==> src/rtl/opmux_pipe.sv <==
// Operand-select stage: picks one of NSRC forwarding sources and registers it behind
// a valid/ready handshake with a one-entry skid buffer. Define OPMUX_ERRCNT_EN for the illegal-select counter.
module opmux_pipe #(
    parameter int WIDTH = 16,
    parameter int NSRC  = 3,
    parameter int SELW  = 3
) (
    input  logic                  clk,
    input  logic                  rst,
    input  logic [NSRC*WIDTH-1:0] src,
    input  logic [SELW-1:0]       ALUSrc,
    input  logic                  in_valid,
    output logic                  in_ready,
    output logic [WIDTH-1:0]      op,
    output logic                  out_valid,
    input  logic                  out_ready,
    output logic                  sel_err,
    output logic [7:0]            err_cnt
);

    logic [WIDTH-1:0] r_op;
    logic             r_out_valid;
    logic [WIDTH-1:0] r_skid;
    logic             r_skid_full;
    logic             r_in_ready;
    logic             r_sel_err;

    logic [WIDTH-1:0] w_data;
    logic             w_sel_legal;
    logic             w_accept;
    logic             w_consume;
    logic [WIDTH-1:0] w_op_nxt;
    logic             w_out_valid_nxt;
    logic [WIDTH-1:0] w_skid_nxt;
    logic             w_skid_full_nxt;

    assign w_accept  = in_valid & r_in_ready;
    assign w_consume = r_out_valid & out_ready;

    // Select codes at or above NSRC fall through to zero and are flagged illegal.
    always_comb begin
        // NOTE: every output of a combinational block gets a default first, otherwise a latch is inferred.
        w_data      = '0;
        w_sel_legal = 1'b0;
        for (int k = 0; k < NSRC; k++) begin
            if (ALUSrc == SELW'(k)) begin
                w_data      = src[k*WIDTH +: WIDTH];
                w_sel_legal = 1'b1;
            end
        end
    end

    always_comb begin
        w_op_nxt        = r_op;
        w_out_valid_nxt = r_out_valid;
        w_skid_nxt      = r_skid;
        w_skid_full_nxt = r_skid_full;
        if (w_consume) begin
            if (r_skid_full) begin
                w_op_nxt        = r_skid;
                w_skid_full_nxt = w_accept;
                if (w_accept) begin
                    w_skid_nxt = w_data;
                end
            end else if (w_accept) begin
                w_op_nxt = w_data;
            end else begin
                w_out_valid_nxt = 1'b0;
            end
        end else if (w_accept) begin
            if (r_out_valid) begin
                w_skid_nxt      = w_data;
                w_skid_full_nxt = 1'b1;
            end else begin
                w_op_nxt        = w_data;
                w_out_valid_nxt = 1'b1;
            end
        end
    end

    always_ff @(posedge clk) begin
        // NOTE: state registers use non-blocking assignments so every flop samples pre-edge values.
        if (rst) begin
            r_op        <= '0;
            r_out_valid <= 1'b0;
            r_skid      <= '0;
            r_skid_full <= 1'b0;
            r_in_ready  <= 1'b1;
            r_sel_err   <= 1'b0;
        end else begin
            r_op        <= w_op_nxt;
            r_out_valid <= w_out_valid_nxt;
            r_skid      <= w_skid_nxt;
            r_skid_full <= w_skid_full_nxt;
            r_in_ready  <= ~w_skid_full_nxt;
            if (w_accept && !w_sel_legal) begin
                r_sel_err <= 1'b1;
            end
        end
    end

`ifdef OPMUX_ERRCNT_EN
    logic [7:0] r_err_cnt;

    always_ff @(posedge clk) begin
        if (rst) begin
            r_err_cnt <= 8'h00;
        end else if (w_accept && !w_sel_legal && r_err_cnt != 8'hFF) begin
            r_err_cnt <= r_err_cnt + 8'd1;
        end
    end

    assign err_cnt = r_err_cnt;
`else
    assign err_cnt = 8'h00;
`endif

    assign in_ready  = r_in_ready;
    assign op        = r_op;
    assign out_valid = r_out_valid;
    assign sel_err   = r_sel_err;

endmodule

==> config.mk <==
export PLATFORM = sky130hd
export DESIGN_NAME = opmux_pipe
export DESIGN_NICKNAME = d
export VERILOG_FILES = /design/src/rtl/opmux_pipe.sv
export SDC_FILE = /design/constraint.sdc
export NUM_CORES = 1
export LEC_CHECK = 0
export ABC_CLOCK_PERIOD_IN_PS = 4500
export CAP_MARGIN = 20
export CORE_AREA = 2 2 68 102
export CTS_CLUSTER_SIZE = 10
export DETAILED_ROUTE_END_ITERATION = 7
export DIE_AREA = 0 0 70 104
export PLACE_DENSITY = 0.61
export SLEW_MARGIN = 20
export SYNTH_ARGS = -nofsm -noshare
export SYNTH_HDL_FRONTEND = slang
export SYNTH_SLANG_ARGS = --single-unit
==> constraint.sdc <==
create_clock -name clk -period 4.5 [get_ports clk]
set_clock_uncertainty 0.1 [all_clocks]
set_input_delay 0.675 -clock clk [delete_from_list [all_inputs] [get_ports clk]]
set_output_delay 0.675 -clock clk [all_outputs]
set_load 0.01 [all_outputs]
==> run metrics, run 1 <==
Core Box Area 6400 µm²; Clock Sinks 36; leftover overflow at the end of global routing 0; hold crit path type reg -> reg; placement row count 36; global-route wire length before repair 9.04 mm; root cell of the clock tree sky130_fd_sc_hd__clkbuf_8; HPWL after detailed placement 3.89 mm; worst path required time 4580 ps; clock network latency to the later pin of the worst-skew pair 280 ps; via count of the first global-routing pass 1,932; routed wirelength normalized by instance count 15.0 µm; top cells by area in the synthesized netlist sky130_fd_sc_hd__dfxtp_1 (36%), sky130_fd_sc_hd__mux2i_1 (8.1%), sky130_fd_sc_hd__o2bb2ai_1 (7.5%); average vias per placed instance 5.18; area share of the largest cell type after synthesis 36.4%; Initial DRT Pass Iterations 4; total wire length 5.60 mm; ratio of final minimum period to clock period 64.4%; routed length on met1 2.22 mm; Synth cell types 26; Max transition margin 33.8%; pre-CTS setup slack 1380 ps; IO Pins 82; per-instance average area after synthesis 8.57 µm²; cts bufs inserted 5; setup fix buffers added after clock tree synthesis 0; clock transition time at the flip-flop clock pins of the worst setup and hold paths 70 ps; vias 1,932; die area 7280 µm²; DRT antenna net count 0; shortest period the worst path allows 2900 ps; top achievable clock speed 0.345 GHz; DRC violation count after routing 0; clock tree from TritonCTS built; unrepaired setup endpoints after global routing false; number of nets in the layout 351; startpoint of the worst-slack reg-to-reg timing path in_ready; type of destination of the critical path register; number of design-rule violations left by the first detailed-router iteration 142; number of hold-repair buffers added at the cts stage 0; Power Dens Cells 307 nW/µm²; endpoints failing hold 0; Yosys top cell by area sky130_fd_sc_hd__dfxtp_1; status finished, final reports clean; top sig layer met4; maximum capacitance violations 0; final design utilization 44.3%; count of synthesis-stage warnings from yosys 0; worst slack on hold paths 370 ps; number of resized instances in the post-cts repair step 0; critical path class in -> reg; most common cell after layout, fill and taps aside sky130_fd_sc_hd__clkdlybuf4s50_1; critical path launch point type input port; layout filler cell count 668; maximum vdd ir drop 0.165 mV; crit path launch out_ready; Mapped Area 1980 µm²; total met2 wirelength after detailed routing 3.04 mm; number of register bits inferred by synthesis 36; worst-case reg-to-reg path depth 4; depth of the worst hold-timing path 2; initial antenna violation count 0; overall routing resource usage 15.4%; Worst Path Arrival 2980 ps; largest net degree at the start of global routing 37; area delta synth->final 43.1%; crit path setup slack, layout 1600 ps; leading cell types in the layout, fill and taps excluded sky130_fd_sc_hd__clkdlybuf4s50_1 (73), sky130_fd_sc_hd__dfxtp_1 (36), sky130_fd_sc_hd__nand2_1 (20); DIE HEIGHT 104 µm; initial core utilization 31.0%; setup violation total in the final timing report 0; final setup TNS 0 ps; layout cells sized above 1 5.72%; number of diodes 0; Least-Margin Pin Slew 994 ps; Lkg Pwr 1.11 nW; buffers added on ports 73; buffer levels on the longest clock path 2; number of levels in the clock H-tree 2; Max Transition Viols Final 0; Routability Congestion 0.733; number of instances in the synthesized netlist 231; die width 70 µm; Hold Startpoint op[1]; portion of the post-synthesis area used by sequential elements 36.4%; peak fanout along the critical path 22; Met3 Routed Length 238 µm
## worst max-delay path, stage by stage
cell                              delay, ps
sky130_fd_sc_hd__clkdlybuf4s50_1        880
sky130_fd_sc_hd__a31oi_2                960
sky130_fd_sc_hd__nand2_1                130
sky130_fd_sc_hd__a221oi_1               330
## flip-flops by register name, summed over array words and instances, names as in the netlist
| name | flops |
|---|---|
| sel_err | 1 |
| op | 16 |
| r_skid | 16 |
| in_ready | 1 |
| out_valid | 1 |
| r_skid_full | 1 |
## power breakdown
part | internal, mW | switching [mW]
Combinational | 0.113 | 0.0961
Sequential | 0.337 | 0.0115
Clock | 0.196 | 0.116
## final timing paths
path	end	slack, ps
worst min register to register	op[1]	370
worst max register to register	r_skid[9]	2510
worst min-delay path	op[1]	370
worst max-delay path	op[14]	1600
## synth_stat cells
library cell and number:
sky130_fd_sc_hd__buf_2 6, sky130_fd_sc_hd__a31oi_2 1, sky130_fd_sc_hd__nor2_1 20, sky130_fd_sc_hd__a221oi_1 16, sky130_fd_sc_hd__o21ai_1 1, sky130_fd_sc_hd__nor2b_1 2
sky130_fd_sc_hd__inv_2 1, sky130_fd_sc_hd__buf_4 11, sky130_fd_sc_hd__clkbuf_1 6, sky130_fd_sc_hd__conb_1 1, sky130_fd_sc_hd__o2bb2ai_1 17, sky130_fd_sc_hd__buf_1 2
sky130_fd_sc_hd__a21oi_1 2, sky130_fd_sc_hd__a21o_1 17, sky130_fd_sc_hd__dfxtp_1 36, sky130_fd_sc_hd__o21ai_0 16, sky130_fd_sc_hd__buf_6 2, sky130_fd_sc_hd__nand3b_1 1
sky130_fd_sc_hd__inv_1 17, sky130_fd_sc_hd__nand2b_1 1, sky130_fd_sc_hd__a22oi_1 16, sky130_fd_sc_hd__mux2i_1 16, sky130_fd_sc_hd__a2111oi_4 1, sky130_fd_sc_hd__a211o_1 1
sky130_fd_sc_hd__nand2_1 20, sky130_fd_sc_hd__a31oi_1 1
## cell families after synthesis
family	after synthesis	share of synthesized area [%]
multiplexers	16	8.09
AO/OA/AOI/OAI	89	34.7
other	1	0.189
buffers and inverters	45	11.7
AND/OR/NAND/NOR	44	8.91
flip-flops	36	36.4
## metrics by stage
step	cells	instance area, µm²	power (mW)
floorplan	238	2010	0.468
global placement	365	2710	0.563
detailed placement	365	2710	0.565
CTS	373	2830	0.876
global route	373	2830	0.909
finish	373	2830	0.869
## area by class of cell
type	instances	area [µm²]	share of cell area (%)
clock buffers	7	96.3	3.40
clock inverters	1	30.0	1.06
inverters	18	67.6	2.38
multi-input cells	157	1060	37.3
flip-flops and latches	36	721	25.4
well taps	76	95.1	3.36
repair buffers	78	768	27.1
## per-layer routing
layer  global-route usage (%)  up-vias
met3                     3.10        7
met5                        0        -
met4                     5.08        0
met2                     28.2       56
met1                     17.4      917
li1                         -      952
Power figures use the tool's default switching activity.
==> inputs of run 2 (changes only) <==
--- a/config.mk
+++ b/config.mk
@@ -5,7 +5,7 @@
 export SDC_FILE = /design/constraint.sdc
 export NUM_CORES = 1
 export LEC_CHECK = 0
-export ABC_CLOCK_PERIOD_IN_PS = 4500
+export ABC_CLOCK_PERIOD_IN_PS = 2950
 export CAP_MARGIN = 20
 export CORE_AREA = 2 2 68 102
 export CTS_CLUSTER_SIZE = 10
==> constraint.sdc (replaced) <==
create_clock -name clk -period 2.95 [get_ports clk]
set_clock_uncertainty 0.1 [all_clocks]
set_input_delay 0.4425 -clock clk [delete_from_list [all_inputs] [get_ports clk]]
set_output_delay 0.4425 -clock clk [all_outputs]
set_load 0.01 [all_outputs]
==> run 2 against run 1 <==
Net effect: critical path depth increased by 2; combinational power grew 56%; routed wire length rose by 4.0%; critical path type unchanged; sequential share of layout area fell by 0.18 points.
==> run metrics, run 2 (synthesized netlist as in run 1, its figures left out) <==
share of power burned in registers 40.9% (was 40.1%); DRT antenna net count 0 (unchanged); Power Dens Cells 454 nW/µm² (was 307 nW/µm²); shortest period the worst path allows 2140 ps; overall routing resource usage 16.4% (was 15.4%); initial core utilization 31.0% (unchanged); die width 70 µm (unchanged); worst path required time 3050 ps (was 4580 ps); clock transition time at the flip-flop clock pins of the worst setup and hold paths 70 ps (about the same); leading cell types in the layout, fill and taps excluded sky130_fd_sc_hd__clkdlybuf4s50_1 (73), sky130_fd_sc_hd__dfxtp_1 (36), sky130_fd_sc_hd__nand2_1 (20), sky130_fd_sc_hd__nor2_1 (20) (was sky130_fd_sc_hd__clkdlybuf4s50_1 (73), sky130_fd_sc_hd__dfxtp_1 (36), sky130_fd_sc_hd__nand2_1 (20)); via count of the first global-routing pass 2,008 (was 1,932); Max Transition Viols Final 0 (unchanged); number of hold-repair buffers added at the cts stage 0 (unchanged); HPWL after detailed placement 4.05 mm (was 3.89 mm); IO Pins 82 (unchanged); Total Power Consumption 1.30 mW (was 0.869 mW); Initial DRT Pass Iterations 4 (unchanged); peak fanout along the critical path 11 (was 22); number of design-rule violations left by the first detailed-router iteration 104 (was 142); most common cell after layout, fill and taps aside sky130_fd_sc_hd__clkdlybuf4s50_1 (unchanged); critical path class in -> reg (unchanged); average vias per placed instance 5.12 (was 5.18); number of levels in the clock H-tree 2 (unchanged); final setup TNS 0 ps (unchanged); number of diodes 0 (unchanged); root cell of the clock tree sky130_fd_sc_hd__clkbuf_8 (unchanged); Worst Path Arrival 2240 ps (was 2980 ps); endpoints failing hold 0 (unchanged); clock network latency to the later pin of the worst-skew pair 290 ps (was 280 ps); Lkg Pwr 1.13 nW (was 1.11 nW); number of resized instances in the post-cts repair step 0 (unchanged); Max transition margin 60.4% (was 33.8%); largest net degree at the start of global routing 37 (unchanged); DIE HEIGHT 104 µm (unchanged); status finished, final reports clean (unchanged); non-filler cells, final 378 (was 373); vias 1,936 (was 1,932); number of instances in the placed design 370 (was 365); ratio of final minimum period to clock period 72.6%; setup violation total in the final timing report 0 (unchanged); Clock Sinks 36 (unchanged); Routability Congestion 0.760 (was 0.733); buffers added on ports 73 (unchanged); maximum capacitance violations 0 (unchanged); clock tree from TritonCTS built (unchanged); top achievable clock speed 0.467 GHz; clock group share of total power 33.9% (was 35.9%); cts bufs inserted 5 (unchanged); setup fix buffers added after clock tree synthesis 0 (unchanged); Net Sw Frac 27.5% (was 25.8%); hold crit path type reg -> reg (unchanged); leftover overflow at the end of global routing 0 (unchanged); initial antenna violation count 0 (unchanged); maximum vdd ir drop 0.271 mV (was 0.165 mV); unrepaired setup endpoints after global routing false (unchanged); type of destination of the critical path register (unchanged); DRC violation count after routing 0 (unchanged); routed wirelength normalized by instance count 15.4 µm (was 15.0 µm); critical path launch point type input port (unchanged); number of nets in the layout 356 (was 351); switching power 0.356 mW (was 0.224 mW); Least-Margin Pin Slew 593 ps (was 994 ps); die area 7280 µm² (unchanged); portion of total power attributed to combinational logic 25.2% (was 24.0%); total wire length 5.82 mm (was 5.60 mm); buffer levels on the longest clock path 2 (unchanged); placement row count 36 (unchanged); Core Box Area 6400 µm² (unchanged); area delta synth->final 44.1% (was 43.1%); layout cells sized above 1 6.95% (was 5.72%); internal power contribution 0.940 mW (was 0.645 mW); global-route wire length before repair 9.66 mm (was 9.04 mm)
[run 2: cell types whose count changed in the layout (fill, tap and decap cells not counted)]
cell | previous run | this run
sky130_fd_sc_hd__buf_4 | 5 | 10
sky130_fd_sc_hd__clkbuf_8 | 7 | 5
sky130_fd_sc_hd__clkinv_2 | 0 | 1
sky130_fd_sc_hd__clkinvlp_4 | 0 | 1
sky130_fd_sc_hd__nor2_1 | 19 | 20
sky130_fd_sc_hd__nor2_2 | 1 | 0
[run 2: area by class of cell]
cell class | count | area, µm²
clock inverters | 3 | 42.5
flip-flops and latches | 36 | 721
inverters | 18 | 67.6
repair buffers | 83 | 806
well taps | 76 | 95.1
multi-input cells | 157 | 1050
fillers | 659 | 3540
clock buffers | 5 | 68.8
[run 2: through the flow]
step / util [%] / setup slack, ps / hold WS [ps] / cell area (µm²)
6_report: 44.6 / 807 / 369 / 2850
5_1_grt: 44.6 / 651 / 392 / 2850
4_1_cts: 44.6 / 782 / 372 / 2850
3_5_place_dp: 42.9 / 473 / 361 / 2740
3_3_place_gp: 42.9 / 536 / 354 / 2740
2_1_floorplan: - / 1340 / 373 / 2010
[run 2: path summary, 6_finish.rpt]
check,from,end,slack (ps),depth (start not counted)
max,ALUSrc[0],op[1],810,6
min,op[15],op[15],370,2
max reg2reg,r_skid_full,op[9],1000,5
min reg2reg,op[15],op[15],370,2
[run 2: layer usage]
metal  track usage, %  vias to the layer above  part of all wire [%]
li1                 -                      958                     -
met1             18.7                      895                    39
met2             30.6                       69                    54
met3             1.74                       14                   4.7
met4             6.59                        0                   2.2
met5                0                        -                     0
[run 2: worst max-delay path, stage by stage]
cell and delay, ps:
sky130_fd_sc_hd__clkdlybuf4s50_1 830, sky130_fd_sc_hd__buf_4 320, sky130_fd_sc_hd__mux2i_1 110, sky130_fd_sc_hd__o2bb2ai_1 200
sky130_fd_sc_hd__nand2_1 70, sky130_fd_sc_hd__a221oi_1 260
[run 2: power groups by stage]
stage	Clock (mW)	Combinational (mW)	Sequential, mW
final	0.439	0.326	0.530
after global routing	0.469	0.357	0.535
after CTS	0.445	0.329	0.531
after detailed placement	0	0.328	0.542
after global placement	0	0.326	0.542
after floorplan	0	0.163	0.551
==> inputs of run 3 (changes only) <==
--- a/config.mk
+++ b/config.mk
@@ -5,7 +5,7 @@
 export SDC_FILE = /design/constraint.sdc
 export NUM_CORES = 1
 export LEC_CHECK = 0
-export ABC_CLOCK_PERIOD_IN_PS = 2950
+export ABC_CLOCK_PERIOD_IN_PS = 2190
 export CAP_MARGIN = 20
 export CORE_AREA = 2 2 68 102
 export CTS_CLUSTER_SIZE = 10
==> constraint.sdc (replaced) <==
create_clock -name clk -period 2.19 [get_ports clk]
set_clock_uncertainty 0.1 [all_clocks]
set_input_delay 0.3285 -clock clk [delete_from_list [all_inputs] [get_ports clk]]
set_output_delay 0.3285 -clock clk [all_outputs]
set_load 0.01 [all_outputs]
==> run 3 against run 2 <==
Net effect: via count rose by 2.5%; register-to-register slack got worse by 510 ps; flip-flop and latch count did not move; non-clock buffer count rose by 8; first-iteration DRC count rose by 6.7%; combinational power rose by 40%; largest power group unchanged.
==> run metrics, run 3 (synthesized netlist as in run 1, its figures left out) <==
root cell of the clock tree sky130_fd_sc_hd__clkbuf_8 (unchanged); peak fanout along the critical path 16 (was 11); shortest period the worst path allows 1880 ps; Core Box Area 6400 µm² (unchanged); initial antenna violation count 0 (unchanged); Clock Sinks 36 (unchanged); clock group share of total power 35.6% (was 33.9%); die area 7280 µm² (unchanged); buffers added on ports 73 (unchanged); Worst Path Arrival 1940 ps (was 2240 ps); instance area at placement 2820 µm² (was 2740 µm²); die width 70 µm (unchanged); crit-path leading delay family compound AO/OA/AOI/OAI gates (was buffers and inverters); critical path class in -> reg (unchanged); worst path required time 2250 ps (was 3050 ps); final setup TNS 0 ps (unchanged); Max transition margin 59.9% (was 60.4%); crit path launch in_valid (was ALUSrc[0]); Hold Startpoint op[13] (was op[15]); switching power 0.474 mW (was 0.356 mW); setup fix buffers added after clock tree synthesis 0 (unchanged); number of nets in the layout 364 (was 356); non-filler cells, final 386 (was 378); average vias per placed instance 5.14 (was 5.12); layout filler cell count 651 (was 659); number of instances in the placed design 378 (was 370); layout cells sized above 1 9.35% (was 6.95%); placement row count 36 (unchanged); HPWL after detailed placement 4.15 mm (was 4.05 mm); endpoints failing hold 0 (unchanged); most common cell after layout, fill and taps aside sky130_fd_sc_hd__clkdlybuf4s50_1 (unchanged); maximum capacitance violations 0 (unchanged); via count of the first global-routing pass 1,982 (was 2,008); number of design-rule violations left by the first detailed-router iteration 111 (was 104); vias 1,984 (was 1,936); startpoint of the worst-slack reg-to-reg timing path in_ready (was r_skid_full); initial core utilization 31.0% (unchanged); critical path launch point type input port (unchanged); number of diodes 0 (unchanged); leftover overflow at the end of global routing 0 (unchanged); cts bufs inserted 5 (unchanged); internal power contribution 1.35 mW (was 0.940 mW); Routability Congestion 0.774 (was 0.760); DIE HEIGHT 104 µm (unchanged); unrepaired setup endpoints after global routing false (unchanged); clock network latency to the later pin of the worst-skew pair 290 ps (about the same); top achievable clock speed 0.533 GHz; leading cell types in the layout, fill and taps excluded sky130_fd_sc_hd__clkdlybuf4s50_1 (73), sky130_fd_sc_hd__dfxtp_1 (36), sky130_fd_sc_hd__nand2_1 (20), sky130_fd_sc_hd__nor2_1 (20) (unchanged); overall routing resource usage 17.1% (was 16.4%); combined buffer and inverter count along the critical path 2 (unchanged); total wire length 5.95 mm (was 5.82 mm); maximum vdd ir drop 0.346 mV (was 0.271 mV); portion of total power attributed to combinational logic 25.1% (was 25.2%); clock transition time at the flip-flop clock pins of the worst setup and hold paths 70 ps (about the same); buffer levels on the longest clock path 2 (unchanged); final design utilization 46.0% (was 44.6%); routed wirelength normalized by instance count 15.4 µm (about the same); Total Power Consumption 1.82 mW (was 1.30 mW); status finished, final reports clean (unchanged); number of hold-repair buffers added at the cts stage 0 (unchanged); area delta synth->final 48.5% (was 44.1%); worst-path cell chain clkdlybuf4s50_1 > nand2_1 > buf_4 > a211o_1 > a22oi_1 > nor2_1 (was clkdlybuf4s50_1 > buf_4 > mux2i_1 > o2bb2ai_1 > nand2_1 > a221oi_1); slowest library cell on the worst path sky130_fd_sc_hd__clkdlybuf4s50_1 (unchanged); largest net degree at the start of global routing 37 (unchanged); global-route wire length before repair 9.98 mm (was 9.66 mm); Net Sw Frac 26.1% (was 27.5%); Max Transition Viols Final 0 (unchanged); number of resized instances in the post-cts repair step 0 (unchanged); Least-Margin Pin Slew 602 ps (was 593 ps); ratio of final minimum period to clock period 85.6%; type of destination of the critical path register (unchanged); Initial DRT Pass Iterations 5 (was 4); Post-Layout Inst Area 2940 µm² (was 2850 µm²); Power Dens Cells 619 nW/µm² (was 454 nW/µm²); DRT antenna net count 0 (unchanged); Slowest Stage Delay on Critical Path 510 ps (was 830 ps); number of levels in the clock H-tree 2 (unchanged); IO Pins 82 (unchanged); DRC violation count after routing 0 (unchanged); hold crit path type reg -> reg (unchanged); clock tree from TritonCTS built (unchanged); share of power burned in registers 39.3% (was 40.9%); setup violation total in the final timing report 0 (unchanged); Lkg Pwr 1.18 nW (was 1.13 nW)
[run 3: cell count changes in the layout (fill, tap and decap cells not counted), sizes merged]
| cell | delta |
|---|---|
| clkinv | -1 |
| clkbuf | +2 |
| buf | +8 |
| clkinvlp | -1 |
[run 3: path summary, 6_finish.rpt]
path	endpoint	slack (ps)	depth (start not counted)
setup / recovery	r_skid[14]	310	6
hold / removal	op[13]	370	2
setup reg to reg	r_skid[14]	490	5
hold reg to reg	op[13]	370	2
[run 3: power by group through the flow]
stage               clock network [mW]  logic, mW  registers (mW)
global route                     0.692      0.503           0.722
CTS                              0.657      0.462           0.716
finish                           0.647      0.457           0.715
floorplan                            0      0.220           0.742
detailed placement                   0      0.459           0.730
global placement                     0      0.449           0.732
[run 3: worst reg2reg max path, stage by stage, from the launching register on]
cell,delay (ps)
sky130_fd_sc_hd__dfxtp_1,370
sky130_fd_sc_hd__nand2_1,80
sky130_fd_sc_hd__buf_4,170
sky130_fd_sc_hd__a211o_1,520
sky130_fd_sc_hd__a22oi_1,280
sky130_fd_sc_hd__nor2_1,60
[run 3: cell type report]
class | instances | area [µm²] | area share, %
clock buffers | 7 | 96.3 | 3.28
repair buffers | 91 | 878 | 29.9
clock inverters | 1 | 30.0 | 1.02
inverters | 18 | 67.6 | 2.30
multi-input cells | 157 | 1050 | 35.8
flip-flops and latches | 36 | 721 | 24.5
well taps | 76 | 95.1 | 3.23
[run 3: stage by stage]
step / hold WS [ps] / setup WS (ps)
after floorplan: 373 / 622
after global placement: 359 / -66.5
after detailed placement: 361 / 25.1
after CTS: 375 / 314
after global routing: 404 / 207
final: 372 / 315
[run 3: per-layer routing]
layer  track usage (%)  wire, µm
met4              4.53        72
met3              3.29       226
met1              20.0      2480
met2              31.4      3180
met5                 0         0
